<file path="src/rtl/frame_align_pkg.sv">
`default_nettype none
// ============================================================================
// Module      : frame_align_pkg
// Description : Shared types for the frame alignment controller: lane state
//               encoding, counter widths and a saturating slip increment.
// Revision    : 1.0 - initial release
// ============================================================================
package frame_align_pkg;

    // Counter widths shared by every lane
    localparam int c_slip_w   = 8;
    localparam int c_settle_w = 8;
    localparam int c_match_w  = 4;
    localparam int c_loss_w   = 4;

    // Per-lane alignment state
    typedef enum logic [1:0] {
        ST_CHECK  = 2'd0,
        ST_WAIT   = 2'd1,
        ST_LOCKED = 2'd2,
        ST_FAIL   = 2'd3
    } lane_state_t;

    typedef logic [c_slip_w-1:0]   slip_cnt_t;
    typedef logic [c_settle_w-1:0] settle_cnt_t;
    typedef logic [c_match_w-1:0]  match_cnt_t;
    typedef logic [c_loss_w-1:0]   loss_cnt_t;

    // All per-lane counters bundled so they can be cleared in one assignment
    typedef struct packed {
        slip_cnt_t   slip;
        settle_cnt_t settle;
        match_cnt_t  match;
        loss_cnt_t   loss;
    } lane_cnt_t;

    // Slip counter increment that holds at all-ones instead of wrapping
    function automatic slip_cnt_t sat_inc_slip(input slip_cnt_t v);
        return (v == '1) ? v : v + slip_cnt_t'(1);
    endfunction

endpackage
`default_nettype wire

</file>
<file path="src/rtl/frame_align_lane.sv">
`default_nettype none
// ============================================================================
// Module      : frame_align_lane
// Description : Single-lane word alignment. Registers the deserialised word,
//               compares it with the framing pattern and issues bitslip
//               pulses until the pattern is seen LOCK_CNT times in a row.
//               Tracks loss of lock and gives up after MAX_SLIP slips.
// Revision    : 1.0 - initial release
// ============================================================================
module frame_align_lane
    import frame_align_pkg::*;
#(
    parameter int                DATA_W     = 8,
    parameter logic [DATA_W-1:0] PATTERN    = 8'hF0,
    parameter int                SETTLE_CYC = 16,
    parameter int                LOCK_CNT   = 4,
    parameter int                LOSS_CNT   = 4,
    parameter int                MAX_SLIP   = 8
) (
    input  logic              clk_div,
    input  logic              rst_in,
    input  logic              restart,
    input  logic [DATA_W-1:0] frame_in,
    output logic              bitslip,
    output logic              locked,
    output logic              fail,
    output logic [7:0]        slip_cnt
);

    localparam settle_cnt_t c_settle_last = settle_cnt_t'(SETTLE_CYC - 1);
    localparam match_cnt_t  c_lock_cnt    = match_cnt_t'(LOCK_CNT);
    localparam loss_cnt_t   c_loss_cnt    = loss_cnt_t'(LOSS_CNT);
    localparam slip_cnt_t   c_max_slip    = slip_cnt_t'(MAX_SLIP);

    logic [DATA_W-1:0] r_data_q;
    logic              r_data_vld;
    lane_state_t       r_state;
    lane_cnt_t         r_cnt;
    logic              r_bitslip;
    logic              r_locked;
    logic              r_fail;

    lane_state_t       w_state_nxt;
    lane_cnt_t         w_cnt_nxt;
    logic              w_bitslip_nxt;
    logic              w_match;
    match_cnt_t        w_match_inc;
    loss_cnt_t         w_loss_inc;

    assign w_match     = (r_data_q == PATTERN);
    assign w_match_inc = r_cnt.match + match_cnt_t'(1);
    assign w_loss_inc  = r_cnt.loss + loss_cnt_t'(1);

    // Input word register; the valid flag keeps the post-reset zero word
    // from being judged as a mismatch
    always_ff @(posedge clk_div or posedge rst_in) begin
        if (rst_in) begin
            r_data_q   <= '0;
            r_data_vld <= 1'b0;
        end else begin
            r_data_q   <= frame_in;
            r_data_vld <= 1'b1;
        end
    end

    // Lane state and counter register
    always_ff @(posedge clk_div or posedge rst_in) begin
        if (rst_in) begin
            r_state <= ST_CHECK;
            r_cnt   <= '0;
        end else begin
            r_state <= w_state_nxt;
            r_cnt   <= w_cnt_nxt;
        end
    end

    // Next-state and counter logic; restart overrides every transition
    always_comb begin
        w_state_nxt   = r_state;
        w_cnt_nxt     = r_cnt;
        w_bitslip_nxt = 1'b0;

        case (r_state)
            ST_CHECK: begin
                if (r_data_vld) begin
                    if (w_match) begin
                        w_cnt_nxt.match = w_match_inc;
                        if (w_match_inc == c_lock_cnt) begin
                            w_state_nxt     = ST_LOCKED;
                            w_cnt_nxt.match = '0;
                            w_cnt_nxt.loss  = '0;
                        end
                    end else if (r_cnt.slip < c_max_slip) begin
                        // Misaligned: request one slip and blank the input
                        w_state_nxt      = ST_WAIT;
                        w_bitslip_nxt    = 1'b1;
                        w_cnt_nxt.slip   = sat_inc_slip(r_cnt.slip);
                        w_cnt_nxt.match  = '0;
                        w_cnt_nxt.settle = '0;
                    end else begin
                        // Slip budget exhausted without finding the pattern
                        w_state_nxt     = ST_FAIL;
                        w_cnt_nxt.match = '0;
                    end
                end
            end

            ST_WAIT: begin
                // Deserialiser output is unreliable right after a slip
                if (r_cnt.settle == c_settle_last) begin
                    w_state_nxt      = ST_CHECK;
                    w_cnt_nxt.settle = '0;
                    w_cnt_nxt.match  = '0;
                end else begin
                    w_cnt_nxt.settle = r_cnt.settle + settle_cnt_t'(1);
                end
            end

            ST_LOCKED: begin
                if (w_match) begin
                    w_cnt_nxt.loss = '0;
                end else if (w_loss_inc == c_loss_cnt) begin
                    // Lock lost: start alignment from scratch
                    w_state_nxt = ST_CHECK;
                    w_cnt_nxt   = '0;
                end else begin
                    w_cnt_nxt.loss = w_loss_inc;
                end
            end

            ST_FAIL: begin
                w_state_nxt = ST_FAIL;
            end

            default: begin
                w_state_nxt = ST_CHECK;
                w_cnt_nxt   = '0;
            end
        endcase

        if (restart) begin
            w_state_nxt   = ST_CHECK;
            w_cnt_nxt     = '0;
            w_bitslip_nxt = 1'b0;
        end
    end

    // Registered status outputs; lock and fail follow the state one cycle late
    always_ff @(posedge clk_div or posedge rst_in) begin
        if (rst_in) begin
            r_bitslip <= 1'b0;
            r_locked  <= 1'b0;
            r_fail    <= 1'b0;
        end else if (restart) begin
            r_bitslip <= 1'b0;
            r_locked  <= 1'b0;
            r_fail    <= 1'b0;
        end else begin
            r_bitslip <= w_bitslip_nxt;
            r_locked  <= (r_state == ST_LOCKED);
            r_fail    <= (r_state == ST_FAIL);
        end
    end

    assign bitslip  = r_bitslip;
    assign locked   = r_locked;
    assign fail     = r_fail;
    assign slip_cnt = r_cnt.slip;

endmodule
`default_nettype wire

</file>
<file path="src/rtl/frame_align_ctrl.sv">
`default_nettype none
// ============================================================================
// Module      : frame_align_ctrl
// Description : Multi-lane frame alignment controller. One independent
//               alignment lane per channel plus a registered all-lanes-locked
//               summary flag.
// Revision    : 1.0 - initial release
// ============================================================================
module frame_align_ctrl
    import frame_align_pkg::*;
#(
    parameter int                NUM_CH     = 4,
    parameter int                DATA_W     = 8,
    parameter logic [DATA_W-1:0] PATTERN    = 8'hF0,
    parameter int                SETTLE_CYC = 16,
    parameter int                LOCK_CNT   = 4,
    parameter int                LOSS_CNT   = 4,
    parameter int                MAX_SLIP   = 8
) (
    input  logic                     clk_div,
    input  logic                     rst_in,
    input  logic [NUM_CH*DATA_W-1:0] frame_in,
    input  logic                     restart,
    output logic [NUM_CH-1:0]        bitslip,
    output logic [NUM_CH-1:0]        locked,
    output logic [NUM_CH-1:0]        fail,
    output logic                     all_locked,
    output logic [NUM_CH*8-1:0]      slip_cnt
);

    logic r_all_locked;

    generate
        for (genvar g = 0; g < NUM_CH; g++) begin : g_lane
            frame_align_lane #(
                .DATA_W     (DATA_W),
                .PATTERN    (PATTERN),
                .SETTLE_CYC (SETTLE_CYC),
                .LOCK_CNT   (LOCK_CNT),
                .LOSS_CNT   (LOSS_CNT),
                .MAX_SLIP   (MAX_SLIP)
            ) u_lane (
                .clk_div  (clk_div),
                .rst_in   (rst_in),
                .restart  (restart),
                .frame_in (frame_in[g*DATA_W +: DATA_W]),
                .bitslip  (bitslip[g]),
                .locked   (locked[g]),
                .fail     (fail[g]),
                .slip_cnt (slip_cnt[g*c_slip_w +: c_slip_w])
            );
        end
    endgenerate

    // Summary flag reflects the lane lock bits of the previous cycle
    always_ff @(posedge clk_div or posedge rst_in) begin
        if (rst_in) begin
            r_all_locked <= 1'b0;
        end else if (restart) begin
            r_all_locked <= 1'b0;
        end else begin
            r_all_locked <= &locked;
        end
    end

    assign all_locked = r_all_locked;

endmodule
`default_nettype wire

</file>
<file path="config.mk">
export PLATFORM = sky130hd
export DESIGN_NAME = frame_align_ctrl
export DESIGN_NICKNAME = d
export VERILOG_FILES = /design/src/rtl/frame_align_pkg.sv /design/src/rtl/frame_align_lane.sv /design/src/rtl/frame_align_ctrl.sv
export SDC_FILE = /design/constraint.sdc
export NUM_CORES = 1
export LEC_CHECK = 0
export CAP_MARGIN = 10
export CORE_MARGIN = 2
export CORE_UTILIZATION = 58
export DETAILED_ROUTE_END_ITERATION = 16
export GPL_TIMING_DRIVEN = 0
export PLACE_DENSITY = 0.8
export SLEW_MARGIN = 10
export SYNTH_ARGS = -nofsm -noshare
export SYNTH_HDL_FRONTEND = slang
export SYNTH_SLANG_ARGS = --single-unit
</file>
<file path="constraint.sdc">
create_clock -name clk_div -period 5.96 [get_ports clk_div]
set_input_delay 0.894 -clock clk_div [delete_from_list [all_inputs] [get_ports clk_div]]
set_output_delay 0.894 -clock clk_div [all_outputs]
set_load 0.05 [all_outputs]
</file>
==> impl_metrics.json <==
{
  "synth_area_sq_mm": 0.00863,
  "synth_edf_count": 0,
  "worst-path-max-fanout": 10,
  "cts_tree": "built",
  "vias": 7115,
  "post_dp_cell_area_sq_mm": 0.00970,
  "cp.arrival_ps": 4030,
  "num_rows": 44,
  "vdd_drop_max_v": 0.000234,
  "htree_levels": 4,
  "coreArea_sq_mm": 0.0145,
  "gp_congestion": 0.861,
  "ff2ff_path_depth": 9,
  "worstSetupPathType": "input port to flop",
  "worstPathRequired_ps": 6250,
  "place_ws_ps": 1970,
  "startpoint_type": "input port",
  "fmax_mhz": 268,
  "crit_top_cell": "buf_2",
  "crit_family": "buffers and inverters",
  "area_delta_synth_final_pct": 19.1,
  "setup-tns-final_ps": 0,
  "post_cts_buffers": 0,
  "timing.max_cap.violations": 0,
  "slowest_stage": "buf_1",
  "grt_pass1_vias": 6954,
  "diodes": 0,
  "rsz0062_at_grt": "no",
  "start_util_pct": 59.4,
  "timing.rr.start": "g_lane[1].u_lane.r_state[0]",
  "syn_nets": 947,
  "max_stage_delay_ps": 640,
  "top_usage_layer": "met2",
  "maxSlewHeadroom_pct": 38.8,
  "clock_path_buffers": 2,
  "place_hpwl_um": 13800,
  "firstDrtPassIters": 8,
  "synthDistinctLibCells": 86,
  "antenna_found_initial": 0,
  "final.setup_skew_ps": 9.04,
  "cts.sink_count": 150,
  "finalSetupViolations": 0,
  "wirelength_um": 19900,
  "synth-seq-cells": 150,
  "overflow": 0,
  "fin_crit_ps": 3730,
  "portBuffers": 79,
  "met1_usage_pct": 35.0,
  "dieArea_sq_mm": 0.0159,
  "min_path_type": "flop to flop",
  "grt_max_degree": 106,
  "postLayoutCellArea_sq_mm": 0.0103,
  "whs_path_depth": 1,
  "met2_usage_pct": 42.5,
  "r2r-end": "g_lane[1].u_lane.slip_cnt[3]",
  "hold_path_end": "g_lane[0].u_lane.r_cnt[15]",
  "crit_buf_inv": 6,
  "cts_root_buf": "clkbuf_16",
  "avgSynthCellArea_sq_um": 9.91,
  "cts.clk_slew.worst_paths_ps": 60,
  "rrSetupSlack_ps": 3330,
  "cts-resized-gates": 0,
  "worstHoldStart": "g_lane[0].u_lane.r_cnt[15]",
  "drv_slew": 0,
  "worstMarginPinSlew_ps": 910,
  "antenna_left": 0,
  "nets": 1047,
  "drt-wirelength-per-cell_um": 17.1,
  "grtUsageMet3_pct": 6.03,
  "fill_cells": 1125,
  "dieHeight_um": 126,
  "ys_warn_count": 0,
  "crit_path_cell_trace": "clkdlybuf4s50_1 > buf_2 > buf_2 > buf_2 > buf_2 > buf_1 > nor3_1 > o41ai_1 > o41ai_1",
  "powerDensity_mw_per_mm2": 315,
  "drive_gt1_share_pct": 13.3,
  "layout_worst_path_cycle_share_pct": 62.7,
  "leakage_nw": 4.64,
  "clock_latency_ps": 440,
  "grt_pass1_wl_um": 34000,
  "postCtsHoldBufs": 0,
  "first_iter_violations": 558,
  "remaining_drc_errors": 0,
  "cp-end-kind": "flop",
  "status": "complete, no violations",
  "async_flop_share_pct": 100,
  "setup_ws_ps": 2230,
  "grt_usage_pct": 26.3,
  "fin_total_pwr_mw": 3.24,
  "synth_ff_type": "dfrtp_1",
  "die_w_um": 126,
  "viasPerCell": 6.09,
  "synth_cells": 871,
  "pin_count": 80,
  "cts-buffers-inserted": 17,
  "hold_viol": 0,
  "synth-seq-area-share_pct": 43.5
}
-- stage by stage --
step	cells	hold slack (ps)	utilization, %
after floorplan	871	444	-
after global placement	1134	469	66.4
after detailed placement	1136	471	66.7
after CTS	1168	494	70.7
after global routing	1168	525	70.7
final	1168	493	70.7
-- flip-flops by register name (all words and copies together), names as in the netlist --
register / flops
g_lane.u_lane.r_cnt: 64
g_lane.u_lane.r_data_q: 32
g_lane.u_lane.slip_cnt: 32
g_lane.u_lane.r_state: 8
g_lane.u_lane.bitslip: 4
g_lane.u_lane.fail: 4
g_lane.u_lane.locked: 4
all_locked: 1
g_lane.u_lane.r_data_vld: 1
-- how the worst max path moves through the flow --
| stage | from | end | slack (ps) | cells past startpoint |
|---|---|---|---|---|
| floorplan | rst_in | all_locked | 1030 | 1 |
| global placement | rst_in | g_lane[0].u_lane.r_data_q[6] | -860 | 2 |
| detailed placement | restart | g_lane[2].u_lane.slip_cnt[2] | 1970 | 9 |
| CTS | restart | g_lane[2].u_lane.slip_cnt[2] | 2280 | 9 |
| global route | restart | g_lane[2].u_lane.slip_cnt[2] | 2170 | 9 |
| finish | restart | g_lane[2].u_lane.slip_cnt[2] | 2230 | 9 |
-- layout by cell type (no fill, tap or decap), drive strengths merged, types with 5 or more instances in the layout --
cell / n
a211o: 7
a211oi: 7
a21boi: 12
a21o: 8
a21oi: 18
a22o: 7
a31oi: 13
a32o: 5
and2: 7
and3: 13
and3b: 7
and4: 5
buf: 55
clkbuf: 31
clkdlybuf4s50: 79
clkinv: 10
dfrtp: 150
ha: 41
inv: 50
mux2: 11
mux2i: 6
nand2: 51
nand2b: 16
nand3: 39
nand3b: 8
nand4: 12
nor2: 45
nor2b: 20
nor3: 21
nor4: 11
o211ai: 10
o21a: 9
o21ai: 41
o31ai: 39
o41ai: 23
or2: 8
or3: 8
or4: 13
-- cell type report --
type / count / area (sq um) / share of cell area [%]
multi-input combinational: 604 / 4260 / 41.5
clock inverter: 15 / 156 / 1.52
timing repair buffer: 81 / 828 / 8.06
sequential: 150 / 3750 / 36.5
clock buffer: 17 / 425 / 4.14
tap: 184 / 230 / 2.24
inverter: 49 / 191 / 1.86
buffer: 68 / 430 / 4.19
-- report_power, final --
part           leakage, nW  total, mW  switching [mW]  internal, mW
registers             2.00       1.19          0.0893          1.10
logic                 2.35      0.986           0.606         0.381
clock network        0.283       1.07           0.449         0.616
-- layer usage --
| layer | wire [um] | vias up | part of all wire, % |
|---|---|---|---|
| met3 | 1090 | 37 | 5.5 |
| met5 | 0 | - | 0 |
| met4 | 448 | 0 | 2.2 |
| met2 | 9680 | 216 | 49 |
| li1 | - | 3433 | - |
| met1 | 8720 | 3429 | 44 |
-- worst register-to-register path: stages, from the launching register on --
cell and delay [ps]:
dfrtp_1 420, inv_1 110, ha_1 280, nand2b_1 190, a41o_1 250, nor2_1 170
clkbuf_1 390, clkbuf_1 400, nor3_1 110, o21a_1 200
-- cell families (layout without fill, tap and decap cells) --
group	after synthesis	in the layout	share of synthesized area (%)
compound gates	244	244	21.4
other cells	1	1	0.0435
buf+inv	117	230	7.12
simple gates	299	299	19.6
mux	17	17	2.13
xor+xnor	2	2	0.203
flops	150	150	43.5
fa+ha+maj	41	41	5.94
-- cells in the mapped netlist, types with 5 or more instances --
library cell  count  area (sq um)
nand3b_1          8          60.1
or4_1             8          60.1
or4_4             5          56.3
nor3_1           21           105
a21o_1            8          60.1
a32o_1            5          50.1
clkbuf_1         14          52.6
buf_4            44           330
and3b_1           7          61.3
a31oi_1          11          68.8
a22o_1            6          52.6
nor2b_1          20           125
nor2_1           45           169
mux2i_1           6          60.1
or3_1             7          43.8
a211oi_1          5          37.5
nand4_1          12          75.1
o21ai_0          39           195
a21boi_0         11          82.6
inv_1            49           184
nand2_1          51           191
and3_1           12          75.1
o211ai_1         10          75.1
a211o_1           7          61.3
o31ai_1          38           285
and4_1            5          43.8
o21a_1            9          67.6
ha_1             41           513
dfrtp_1         150          3750
or2_2             7          43.8
mux2_2           11           124
and2_1            6          37.5
a21oi_1          18          90.1
nand3_1          38           190
buf_2             8          40.0
nand2b_1         16           100
o41ai_1          23           201
nor4_1           10          62.6
Power figures use the tool's default switching activity.
